[src/rtl/traffic_pkg.sv]
// rtl/traffic_pkg.sv - shared phase encodings and light codes for the intersection sequencer
package traffic_pkg;

  typedef enum logic [2:0] {
    MAIN_G   = 3'd0,
    MAIN_Y   = 3'd1,
    ALLRED_A = 3'd2,
    SIDE_G   = 3'd3,
    SIDE_Y   = 3'd4,
    ALLRED_B = 3'd5
  } phase_e;

  localparam logic [1:0] LT_RED = 2'b00;
  localparam logic [1:0] LT_YEL = 2'b01;
  localparam logic [1:0] LT_GRN = 2'b10;

  function automatic logic [1:0] main_light(input phase_e p);
    case (p)
      MAIN_G:  return LT_GRN;
      MAIN_Y:  return LT_YEL;
      default: return LT_RED;
    endcase
  endfunction

  function automatic logic [1:0] side_light(input phase_e p);
    case (p)
      SIDE_G:  return LT_GRN;
      SIDE_Y:  return LT_YEL;
      default: return LT_RED;
    endcase
  endfunction

endpackage

[src/rtl/phase_timer.sv]
// rtl/phase_timer.sv - down-counter that loads a phase duration and parks at zero
module phase_timer #(
  parameter int             TW      = 4,
  parameter logic [TW-1:0]  RST_VAL = '0
) (
  input  logic          CK,
  input  logic          RST,
  input  logic          EN,
  input  logic          LOAD,
  input  logic [TW-1:0] LVAL,
  output logic [TW-1:0] CNT,
  output logic          ZERO
);

  logic [TW-1:0] cnt_q, cnt_d;

  always_comb begin
    cnt_d = cnt_q;
    if (LOAD) begin
      cnt_d = LVAL;
    end else if (EN && (cnt_q != '0)) begin
      cnt_d = cnt_q - TW'(1);
    end
  end

  always_ff @(posedge CK) begin
    if (RST) begin
      cnt_q <= RST_VAL;
    end else begin
      cnt_q <= cnt_d;
    end
  end

  assign CNT  = cnt_q;
  assign ZERO = (cnt_q == '0);

endmodule

[src/rtl/traffic_phase_ctrl.sv]
// rtl/traffic_phase_ctrl.sv - two-road phase sequencer with car sensing and pedestrian handshake
module traffic_phase_ctrl
  import traffic_pkg::*;
#(
  parameter int GREEN_CYC  = 12,
  parameter int YELLOW_CYC = 3,
  parameter int ALLRED_CYC = 2,
  parameter int MIN_GREEN  = 4,
  parameter int TW         = 4
) (
  input  logic          CK,
  input  logic          RST,
  input  logic          EN,
  input  logic          CAR_B,
  input  logic          PED_REQ,
  output logic          PED_ACK,
  output logic [1:0]    MAIN_LIGHT,
  output logic [1:0]    SIDE_LIGHT,
  output logic          WALK,
  output logic [2:0]    PHASE,
  output logic [TW-1:0] TMR
);

  function automatic logic [TW-1:0] dur_m1(input phase_e p);
    case (p)
      MAIN_Y, SIDE_Y:     return TW'(YELLOW_CYC - 1);
      ALLRED_A, ALLRED_B: return TW'(ALLRED_CYC - 1);
      SIDE_G:             return TW'(GREEN_CYC - 1);
      default:            return TW'(MIN_GREEN - 1);
    endcase
  endfunction

  phase_e        phase_q, phase_d;
  logic          req_q;
  logic          pend_q, pend_d;
  logic          srv_q, srv_d;
  logic          ack_q, ack_d;
  logic          walk_q, walk_d;
  logic [1:0]    main_q, side_q;
  logic          tmr_zero;
  logic          tmr_load;
  logic [TW-1:0] tmr_lval;
  logic          enter_side;

  phase_timer #(
    .TW      (TW),
    .RST_VAL (TW'(MIN_GREEN - 1))
  ) u_timer (
    .CK   (CK),
    .RST  (RST),
    .EN   (EN),
    .LOAD (tmr_load),
    .LVAL (tmr_lval),
    .CNT  (TMR),
    .ZERO (tmr_zero)
  );

  always_comb begin
    phase_d = phase_q;
    case (phase_q)
      MAIN_G:   if (EN && tmr_zero && (CAR_B || pend_q)) phase_d = MAIN_Y;
      MAIN_Y:   if (EN && tmr_zero) phase_d = ALLRED_A;
      ALLRED_A: if (EN && tmr_zero) phase_d = SIDE_G;
      SIDE_G:   if (EN && tmr_zero) phase_d = SIDE_Y;
      SIDE_Y:   if (EN && tmr_zero) phase_d = ALLRED_B;
      ALLRED_B: if (EN && tmr_zero) phase_d = MAIN_G;
      default:  phase_d = MAIN_G;
    endcase
    tmr_load = (phase_d != phase_q);
    tmr_lval = dur_m1(phase_d);

    // A new request latched on the entry edge itself waits for the next side phase.
    enter_side = (phase_d == SIDE_G) && (phase_q != SIDE_G);
    ack_d      = enter_side && pend_q;
    pend_d     = (PED_REQ && !req_q) || (pend_q && !ack_d);
    srv_d      = ack_d ? 1'b1 : ((phase_d == SIDE_G) ? srv_q : 1'b0);
    walk_d     = srv_d && (phase_d == SIDE_G);
  end

  always_ff @(posedge CK) begin
    req_q <= PED_REQ;
    if (RST) begin
      phase_q <= MAIN_G;
      pend_q  <= 1'b0;
      srv_q   <= 1'b0;
      ack_q   <= 1'b0;
      walk_q  <= 1'b0;
      main_q  <= LT_GRN;
      side_q  <= LT_RED;
    end else begin
      phase_q <= phase_d;
      pend_q  <= pend_d;
      srv_q   <= srv_d;
      ack_q   <= ack_d;
      walk_q  <= walk_d;
      main_q  <= main_light(phase_d);
      side_q  <= side_light(phase_d);
    end
  end

  assign PHASE      = phase_q;
  assign PED_ACK    = ack_q;
  assign WALK       = walk_q;
  assign MAIN_LIGHT = main_q;
  assign SIDE_LIGHT = side_q;

endmodule
[config.mk]
export PLATFORM = sky130hd
export DESIGN_NAME = traffic_phase_ctrl
export DESIGN_NICKNAME = d
export VERILOG_FILES = /design/src/rtl/traffic_pkg.sv /design/src/rtl/phase_timer.sv /design/src/rtl/traffic_phase_ctrl.sv
export SDC_FILE = /design/constraint.sdc
export NUM_CORES = 1
export LEC_CHECK = 0
export CAP_MARGIN = 5
export CORE_AREA = 10 10 47 49
export CTS_BUF_LIST = sky130_fd_sc_hd__clkbuf_8
export DETAILED_ROUTE_END_ITERATION = 6
export DIE_AREA = 0 0 57 59
export DONT_BUFFER_PORTS = 1
export PLACE_DENSITY_LB_ADDON = 0.15
export REMOVE_ABC_BUFFERS = 1
export SETUP_SLACK_MARGIN = 0.5
export SLEW_MARGIN = 15
export SYNTH_ARGS = -nofsm -noshare
export SYNTH_HDL_FRONTEND = slang
export SYNTH_SLANG_ARGS = --single-unit
[constraint.sdc]
create_clock -name CK -period 2 [get_ports CK]
set_input_delay 0.3 -clock CK [delete_from_list [all_inputs] [get_ports CK]]
set_output_delay 0.3 -clock CK [all_outputs]
set_load 0.02 [all_outputs]
* Word level (Yosys, flattened, before mapping) *
Index checks and enable logic that the tools add are counted.

storage, ports and cells
  bits in registers = 16
  input bits = 5
  output and inout port bits = 13
  logic and storage cells = 55

cells by class
  $add $sub $neg = 1
  equality and inequality tests = 12
  muxes and demuxes = 14
  reduce and logical (&&, ||, !) cells = 19

operators by type and width
  cell                   number
  $mux W3                6
  $pmux W3 S6            1
  $eq A3 B2 Y1 const B   4
  $eq A3 B3 Y1 const B   4
  $pmux W4 S3            1
  $logic_and A1 B1 Y1    8
  $mux W4                2
  $pmux W2 S2            2
  $eq A3 B1 Y1 const B   2
  $logic_not A3 Y1       2
  $logic_not A4 Y1       1
  $reduce_bool A4 Y1     1
  $reduce_or A2 Y1       2
  $sub A4 B1 Y4 const B  1
  $ne A3 B2 Y1 const B   1
  $ne A3 B3 Y1           1
  $logic_not A1 Y1       2
  $logic_or A1 B1 Y1     2
  $mux W1                2
  $reduce_bool A2 Y1     1

* Depth between registers and ports, before layout *
Gate-level depths: netlist of the first run.

  depth in word-level cells = 11
  mapped depth = 7
  mapped depth without buffers = 6

* By module *
From an unflattened synthesis of the first run, not the netlist that was laid out.

second synthesis, totals
  cell total of the unflattened synthesis = 92
  area, all modules = 859.6 µm²

modules (own cells, without submodules)
  module              instances  cells an instance  area each (µm²)  sequential area each (µm²)
  traffic_phase_ctrl  1          64                 601.8            240.2
  phase_timer         1          28                 257.7            80.1

* Worst setup path after synthesis of the first run *
No wires, ideal clock.

  path kind = register to register
  from = register u_timer.cnt_q[0] (netlist: u_timer.CNT[0])
  to = register u_timer.cnt_q[1] (netlist: u_timer.CNT[1])
  library setup time = 0.082 ns
  arrival time = 1.568 ns
  data required time = 1.918 ns
  path slack = 0.349 ns
  stages on the path, launching flop included = 7
  buffers on the path = 0
  period minus slack after synthesis = 1.651 ns
  path through = dfxtp_1 > inv_1 > ha_1 > or3b_2 > a21boi_0 > o32ai_1 > o221ai_1

between the ends
  cells in the longest elaborated chain, start to end = 9
  elaborated cells between the ends (all ways) = 25
  classes of those cells = add/sub: 1; eq/ne: 6; mux: 10; reduce/logical: 8

ends and longest elaborated chain
  what                                        RTL line                  source
  from (decl)                                 phase_timer.sv:15         logic [TW-1:0] cnt_q, cnt_d;
  from (signal assigned)                      phase_timer.sv:30         cnt_q <= cnt_d;
  $logic_not A4 Y1                            phase_timer.sv:35         assign ZERO = (cnt_q == '0);
  $logic_and A1 B1 Y1                         --
  $logic_and A1 B1 Y1                         traffic_phase_ctrl.sv:61  MAIN_G: if (EN && tmr_zero && (CAR_B || pend_q)) phase_d = MAIN_Y;
  $mux W3                                     traffic_phase_ctrl.sv:61
  $pmux W3 S6                                 traffic_phase_ctrl.sv:60  case (phase_q)
  $eq A3 B2 Y1, or another cell as far along  traffic_phase_ctrl.sv:25  case (p)
  $reduce_or A2 Y1                            traffic_phase_ctrl.sv:25
  $pmux W4 S3                                 traffic_phase_ctrl.sv:25
  $mux W4                                     phase_timer.sv:19         if (LOAD) begin

Several ways; a longest one is shown, not always the timed one. The select of a mux whose other input is x is not followed.
A chain may end at the register's enable or synchronous reset.

* Worst setup path in the final report of the first run *
  from = register u_timer.cnt_q[0] (netlist: u_timer.CNT[0])
  to = register u_timer.cnt_q[3] (netlist: u_timer.CNT[3])

The elaborated chain is that of the path after synthesis.

==> impl_metrics.py, run 1 <==
metrics = {
    "run_status": {
        "outcome": "complete, no violations",
    },
    "worst_setup_path": {
        "critPathLaunchType": "flop",
        "crit_cells": 6,
        "cp_num_buf_inv": 1,
        "rr_startpoint": "u_timer.CNT[0]",
        "r2r_slack_ps": 540,
        "path_delay_family": "simple AND/OR/NAND/NOR gates",
        "worstSetupEndpointType": "flop",
        "worstReg2RegEnd": "u_timer.CNT[3]",
        "slowest_delay_ps": 400,
        "worstSetupPathType": "reg2reg",
        "crit_chain": "inv_2 > ha_4 > nand4bb_4 > or3_4 > nor3b_1 > a211oi_2",
        "timing.critical_path.to": "u_timer.CNT[3]",
        "cpMaxStageDelayCell": "or3_4",
        "r2r_cells": 6,
        "worstPathMaxFanout": 4,
        "cp.required_ps": 2170,
        "critPathLaunch": "u_timer.CNT[0]",
        "crit_arrival_ps": 1630,
    },
    "sta": {
        "worst_clock_skew_ps": 1.09,
        "setup_viol_count_final": 0,
        "grt_setup_unrepaired": "yes",
        "max_freq_mhz": 685,
        "worst_pin_slew_ps": 367,
        "hold_viol": 0,
        "slew_viol_final": 0,
        "whs_ps": 76.4,
        "finalCritPeriodShare": 0.730,
        "relSlewSlack": 0.753,
        "fin_tns_setup_ps": 0,
        "finalCriticalPeriod_ps": 1460,
    },
    "route": {
        "drt_pass1_iterations": 4,
        "routedWlPerCell_um": 15.5,
        "first_iter_violations": 22,
        "drc": 0,
        "vias": 642,
        "drt.antenna.violating_nets": 0,
        "wl_um": 1680,
        "via_per_inst": 5.94,
    },
    "power_and_ir_drop": {
        "p_clk_frac": 0.388,
        "p_leak_nw": 0.315,
        "p_int_w": 0.000554,
        "power_density_mw_per_mm2": 775,
        "swShare": 0.230,
        "p_sw_w": 0.000166,
        "pwr-share-seq": 0.478,
        "p_total_w": 0.000720,
        "combinationalPowerShare": 0.134,
        "max-vdd-ir-drop_mv": 0.616,
    },
    "placement": {
        "place_area_um2": 800,
        "hpwl_um": 1210,
        "portBuffers": 0,
        "gp_congestion": 0.743,
    },
    "global_routing": {
        "grt_pass1_wl_um": 2810,
        "grt_pass1_vias": 625,
        "grt_start_max_net_pins": 12,
        "antenna_found_initial": 0,
        "track_usage": 0.102,
        "overflow": 0,
    },
    "hold_path": {
        "hp-class": "in2reg",
    },
    "finish": {
        "drive_above_1_share": 0.315,
        "multi_input_area_um2": 462,
        "sequential_cell_area_um2": 325,
        "final_common_cell": "dfxtp_1",
        "layout_common_cells": "dfxtp_1, nor2_1, buf_4",
        "diodes": 0,
        "area_growth_pct": 23.2,
        "design_area_um2": 930,
        "layout.nets": 99,
        "fillers": 113,
        "fin_util": 0.663,
    },
    "floorplan": {
        "fp.dieH_um": 59,
        "core_area_mm2": 0.00140,
        "io_pins": 18,
        "num_rows": 14,
        "fp.dieArea_mm2": 0.00336,
        "start_util": 0.538,
        "die_w_um": 57,
    },
    "cts": {
        "root_buffer": "clkbuf_8",
        "clockBufferDepth": 2,
        "clkSinkCount": 16,
        "clkLatencyLatePin_ps": 240,
        "cts.htree.levels": 1,
        "path_clk_slew_ps": 60,
        "numCtsBuffers": 3,
        "cts_tree": "built",
    },
    "synth": {
        "yosysWarnings": 0,
        "synth-edff-count": 0,
        "async_reset_ff_frac": 0,
        "syn_inst": 86,
        "ys_types": 32,
        "synth-main-ff-cell": "dfxtp_1",
        "syn_area_um2": 754,
        "ys_ff_latch": 16,
        "avgSynthCellArea_um2": 8.77,
        "yosysSeqAreaShare": 0.425,
    },
    "job": {
        "maxCapViolations": 0,
    },
}
## timing repair
| item | in CTS | in global routing |
|---|---|---|
| pin swaps | 0 | 4 |
| buffers inserted | 0 | 1 |
| setup endpoints to repair | 11 | 4 |
| hold endpoints to repair | 0 | 0 |
| hold buffers | 0 | 0 |
| resized for setup | 10 | 9 |
## state kept, by name, indices dropped and copies added, names as in the netlist
name,count
PED_ACK,1
req_q,1
srv_q,1
pend_q,1
PHASE,3
WALK,1
u_timer.CNT,4
MAIN_LIGHT,2
SIDE_LIGHT,2
## Yosys cell counts, types with 2 or more instances
| cell | number | area, um2 |
|---|---|---|
| a21oi_1 | 7 | 35.0 |
| and2_1 | 2 | 12.5 |
| clkbuf_1 | 4 | 15.0 |
| dfxtp_1 | 16 | 320 |
| inv_1 | 4 | 15.0 |
| nand2_1 | 4 | 15.0 |
| nand3_1 | 4 | 20.0 |
| nor2_1 | 9 | 33.8 |
| nor2b_1 | 2 | 12.5 |
| nor3_1 | 5 | 25.0 |
| nor4_1 | 2 | 12.5 |
| o21a_1 | 3 | 22.5 |
| xnor2_1 | 4 | 35.0 |
| xor2_1 | 2 | 17.5 |
## through the flow
stage               instances  setup slack (ps)
floorplan                  81               302
global placement          103               398
detailed placement        103               378
CTS                       107               499
global route              108               476
finish                    108               540
## area by class of cell
type | count | area share
inverter | 4 | 0.0162
sequential | 16 | 0.350
clock buffer | 4 | 0.0592
timing repair buffer | 7 | 0.0565
multi-input combinational | 61 | 0.497
tap | 16 | 0.0215
## worst min-delay path by stage
stage / startpoint / end / slack (ps) / cells past startpoint
after CTS: PED_REQ / req_q / 70 / 0
after detailed placement: PED_REQ / req_q / 330 / 0
final: PED_REQ / req_q / 80 / 0
after floorplan: PED_REQ / req_q / 330 / 0
after global placement: PED_REQ / req_q / 330 / 0
after global routing: PED_REQ / req_q / 60 / 0
## worst register-to-register path, stage by stage, from the launching register on
cell and delay, ps:
dfxtp_1 320, inv_2 70, ha_4 160, nand4bb_4 140
or3_4 400, nor3b_1 160, a211oi_2 130
## routing by layer
metal  GRT usage  routed length, um
met1       0.108                691
met2       0.160                768
met3      0.0579                196
met4      0.0470                 22
met5           0                  0
## cell families after synthesis
family                   share of synthesized area
flip-flops                                   0.425
buffers and inverters                       0.0464
adder cells (fa/ha/maj)                     0.0166
AO/OA/AOI/OAI                                0.187
AND/OR/NAND/NOR                              0.255
XOR/XNOR                                    0.0697
## power by group through the flow
stage	Clock, W	Sequential [W]	Combinational [W]
after CTS	0.000285	0.000343	0.0000864
after detailed placement	0	0.000349	0.0000740
after floorplan	0	0.000356	0.0000469
after global placement	0	0.000349	0.0000735
after global routing	0.000301	0.000346	0.000105
final	0.000279	0.000344	0.0000966
Note: power is estimated with default switching activity, not from simulation.
==> run 2, diff against run 1 <==
--- a/config.mk
+++ b/config.mk
@@ -6,10 +6,10 @@
 export NUM_CORES = 1
 export LEC_CHECK = 0
 export CAP_MARGIN = 5
-export CORE_AREA = 10 10 47 49
+export CORE_MARGIN = 10
+export CORE_UTILIZATION = 57
 export CTS_BUF_LIST = sky130_fd_sc_hd__clkbuf_8
 export DETAILED_ROUTE_END_ITERATION = 6
-export DIE_AREA = 0 0 57 59
 export DONT_BUFFER_PORTS = 1
 export PLACE_DENSITY_LB_ADDON = 0.15
 export REMOVE_ABC_BUFFERS = 1
==> constraint.sdc (replaced) <==
create_clock -name CK -period 1.3 [get_ports CK]
set_input_delay 0.195 -clock CK [delete_from_list [all_inputs] [get_ports CK]]
set_output_delay 0.195 -clock CK [all_outputs]
set_load 0.02 [all_outputs]
==> impl_metrics.py, run 2 (same netlist as run 1, synthesis figures left out) <==
metrics = {
    "run_status": {
        "outcome": "finished with violations",
        "failed_checks": "negative setup slack",
    },
    "cts": {
        "cts_tree": "built",
        "numCtsBuffers": 3,
        "clockBufferDepth": 2,
        "clkSinkCount": 16,
        "clkLatencyLatePin_ps": 260,
        "cts.htree.levels": 1,
        "path_clk_slew_ps": 70,
        "root_buffer": "clkbuf_8",
    },
    "sta": {
        "setup_slack_ps": -339,
        "slew_viol_final": 0,
        "grt_setup_unrepaired": "yes",
        "finalCritPeriodShare": 1.26,
        "worst_clock_skew_ps": 6.88,
        "setup_viol_count_final": 15,
        "relSlewSlack": 0.764,
        "fin_tns_setup_ps": -2830,
        "hold_viol": 0,
        "max_freq_mhz": 610,
        "whs_ps": 5.45,
        "worst_pin_slew_ps": 351,
        "finalCriticalPeriod_ps": 1640,
    },
    "route": {
        "wl_met1_um": 1210,
        "via_per_inst": 6.78,
        "first_iter_violations": 51,
        "wl_met3_um": 378,
        "routedWlPerCell_um": 26.4,
        "wl_um": 3290,
        "top_layer_used": "met4",
        "wl_met2_um": 1580,
        "drt_pass1_iterations": 4,
        "drt.antenna.violating_nets": 0,
        "vias": 847,
        "drc": 0,
    },
    "worst_setup_path": {
        "cp.required_ps": 1470,
        "worstReg2RegEnd": "u_timer.CNT[3]",
        "worstSetupEndpointType": "flop",
        "worstSetupPathType": "reg2reg",
        "crit_arrival_ps": 1810,
        "r2r_slack_ps": -340,
        "cp_num_buf_inv": 1,
        "worstPathMaxFanout": 4,
        "path_delay_family": "simple AND/OR/NAND/NOR gates",
        "critPathLaunchType": "flop",
        "slowest_delay_ps": 460,
        "rr_startpoint": "u_timer.CNT[1]",
        "r2r_cells": 6,
        "crit_chain": "inv_2 > ha_4 > nand4bb_1 > or3_4 > nor3b_4 > a211oi_2",
        "cpMaxStageDelayCell": "or3_4",
    },
    "finish": {
        "area_growth_pct": 62.0,
        "diodes": 0,
        "layout.nets": 117,
        "sequential_cell_area_um2": 355,
        "fillers": 25,
        "design_area_mm2": 0.00122,
        "layout_common_cells": "buf_4, dfxtp_4, nor2_1, buf_6",
        "drive_above_1_share": 0.609,
        "multi_input_area_um2": 549,
        "largest_reg_flops": 4,
        "final_common_cell": "buf_4",
    },
    "placement": {
        "place_area_um2": 851,
        "hpwl_um": 1300,
        "portBuffers": 0,
        "pre_cts_slack_ps": -372,
        "gp_congestion": 0.793,
    },
    "hold_path": {
        "hp-class": "in2reg",
        "min-delay-start": "RST",
        "holdPathEnd": "pend_q",
        "hold_depth": 1,
    },
    "power_and_ir_drop": {
        "p_clk_frac": 0.381,
        "p_sw_w": 0.000320,
        "combinationalPowerShare": 0.191,
        "max-vdd-ir-drop_mv": 0.856,
        "pwr-share-seq": 0.428,
        "power_density_mw_per_mm2": 978,
        "p_leak_nw": 0.437,
        "swShare": 0.268,
        "p_int_w": 0.000876,
    },
    "floorplan": {
        "io_pins": 18,
        "core_area_mm2": 0.00127,
        "fp.dieH_um": 56.4,
        "start_util": 0.595,
        "fp.dieArea_mm2": 0.00318,
        "num_rows": 13,
        "die_w_um": 56.4,
    },
    "global_routing": {
        "overflow": 0,
        "grt_pass1_vias": 836,
        "grt_pass1_wl_um": 4400,
        "grt_start_max_net_pins": 11,
        "antenna_found_initial": 0,
        "track_usage": 0.171,
    },
    "job": {
        "maxCapViolations": 0,
    },
}
run 2: cell types whose count changed in the layout (fill, tap and decap cells not counted), sizes merged:
cell,previous run,this run
buf,7,22
dlygate4sd3,0,3
run 2: through the flow:
step / utilization / cells / total power [W]
after global placement: 0.671 / 109 / 0.000665
after CTS: 0.888 / 124 / 0.00114
final: 0.964 / 125 / 0.00120
after detailed placement: 0.671 / 109 / 0.000670
after floorplan: - / 81 / 0.000620
after global routing: 0.964 / 125 / 0.00123
run 2: power groups by stage:
stage	logic (W)	registers, W	clock network (W)
finish	0.000228	0.000512	0.000455
global route	0.000238	0.000512	0.000478
CTS	0.000192	0.000511	0.000441
detailed placement	0.000140	0.000529	0
global placement	0.000136	0.000529	0
floorplan	0.0000721	0.000548	0
run 2: how the worst max path moves through the flow:
stage                         from              to  slack [ps]  cells past startpoint
global placement    u_timer.CNT[0]  u_timer.CNT[1]        -270                      6
detailed placement  u_timer.CNT[0]  u_timer.CNT[1]        -370                      6
floorplan           u_timer.CNT[0]  u_timer.CNT[3]        -400                      6
finish              u_timer.CNT[1]  u_timer.CNT[3]        -340                      6
CTS                 u_timer.CNT[1]  u_timer.CNT[3]        -180                      6
global route        u_timer.CNT[1]  u_timer.CNT[3]        -390                      6
run 2: final cells by class:
class | instances | area share
clock buffer | 4 | 0.0450
inverter | 4 | 0.0123
multi-input combinational | 61 | 0.449
sequential | 16 | 0.291
tap | 15 | 0.0154
timing repair buffer | 25 | 0.187
run 2: what timing repair did:
action,4_1_cts,5_1_grt
endpoints found under the setup margin,28,28
endpoints found under the hold margin,3,2
resized for setup,49,17
cloned,3,0
hold buffers,2,1
pin swaps,11,5
buffers inserted,6,0
run 2: per-layer routing:
| layer | track usage | vias up |
|---|---|---|
| met4 | 0.0893 | 0 |
| met5 | 0 | - |
| met3 | 0.0674 | 17 |
| met1 | 0.186 | 400 |
| met2 | 0.281 | 72 |
| li1 | - | 358 |
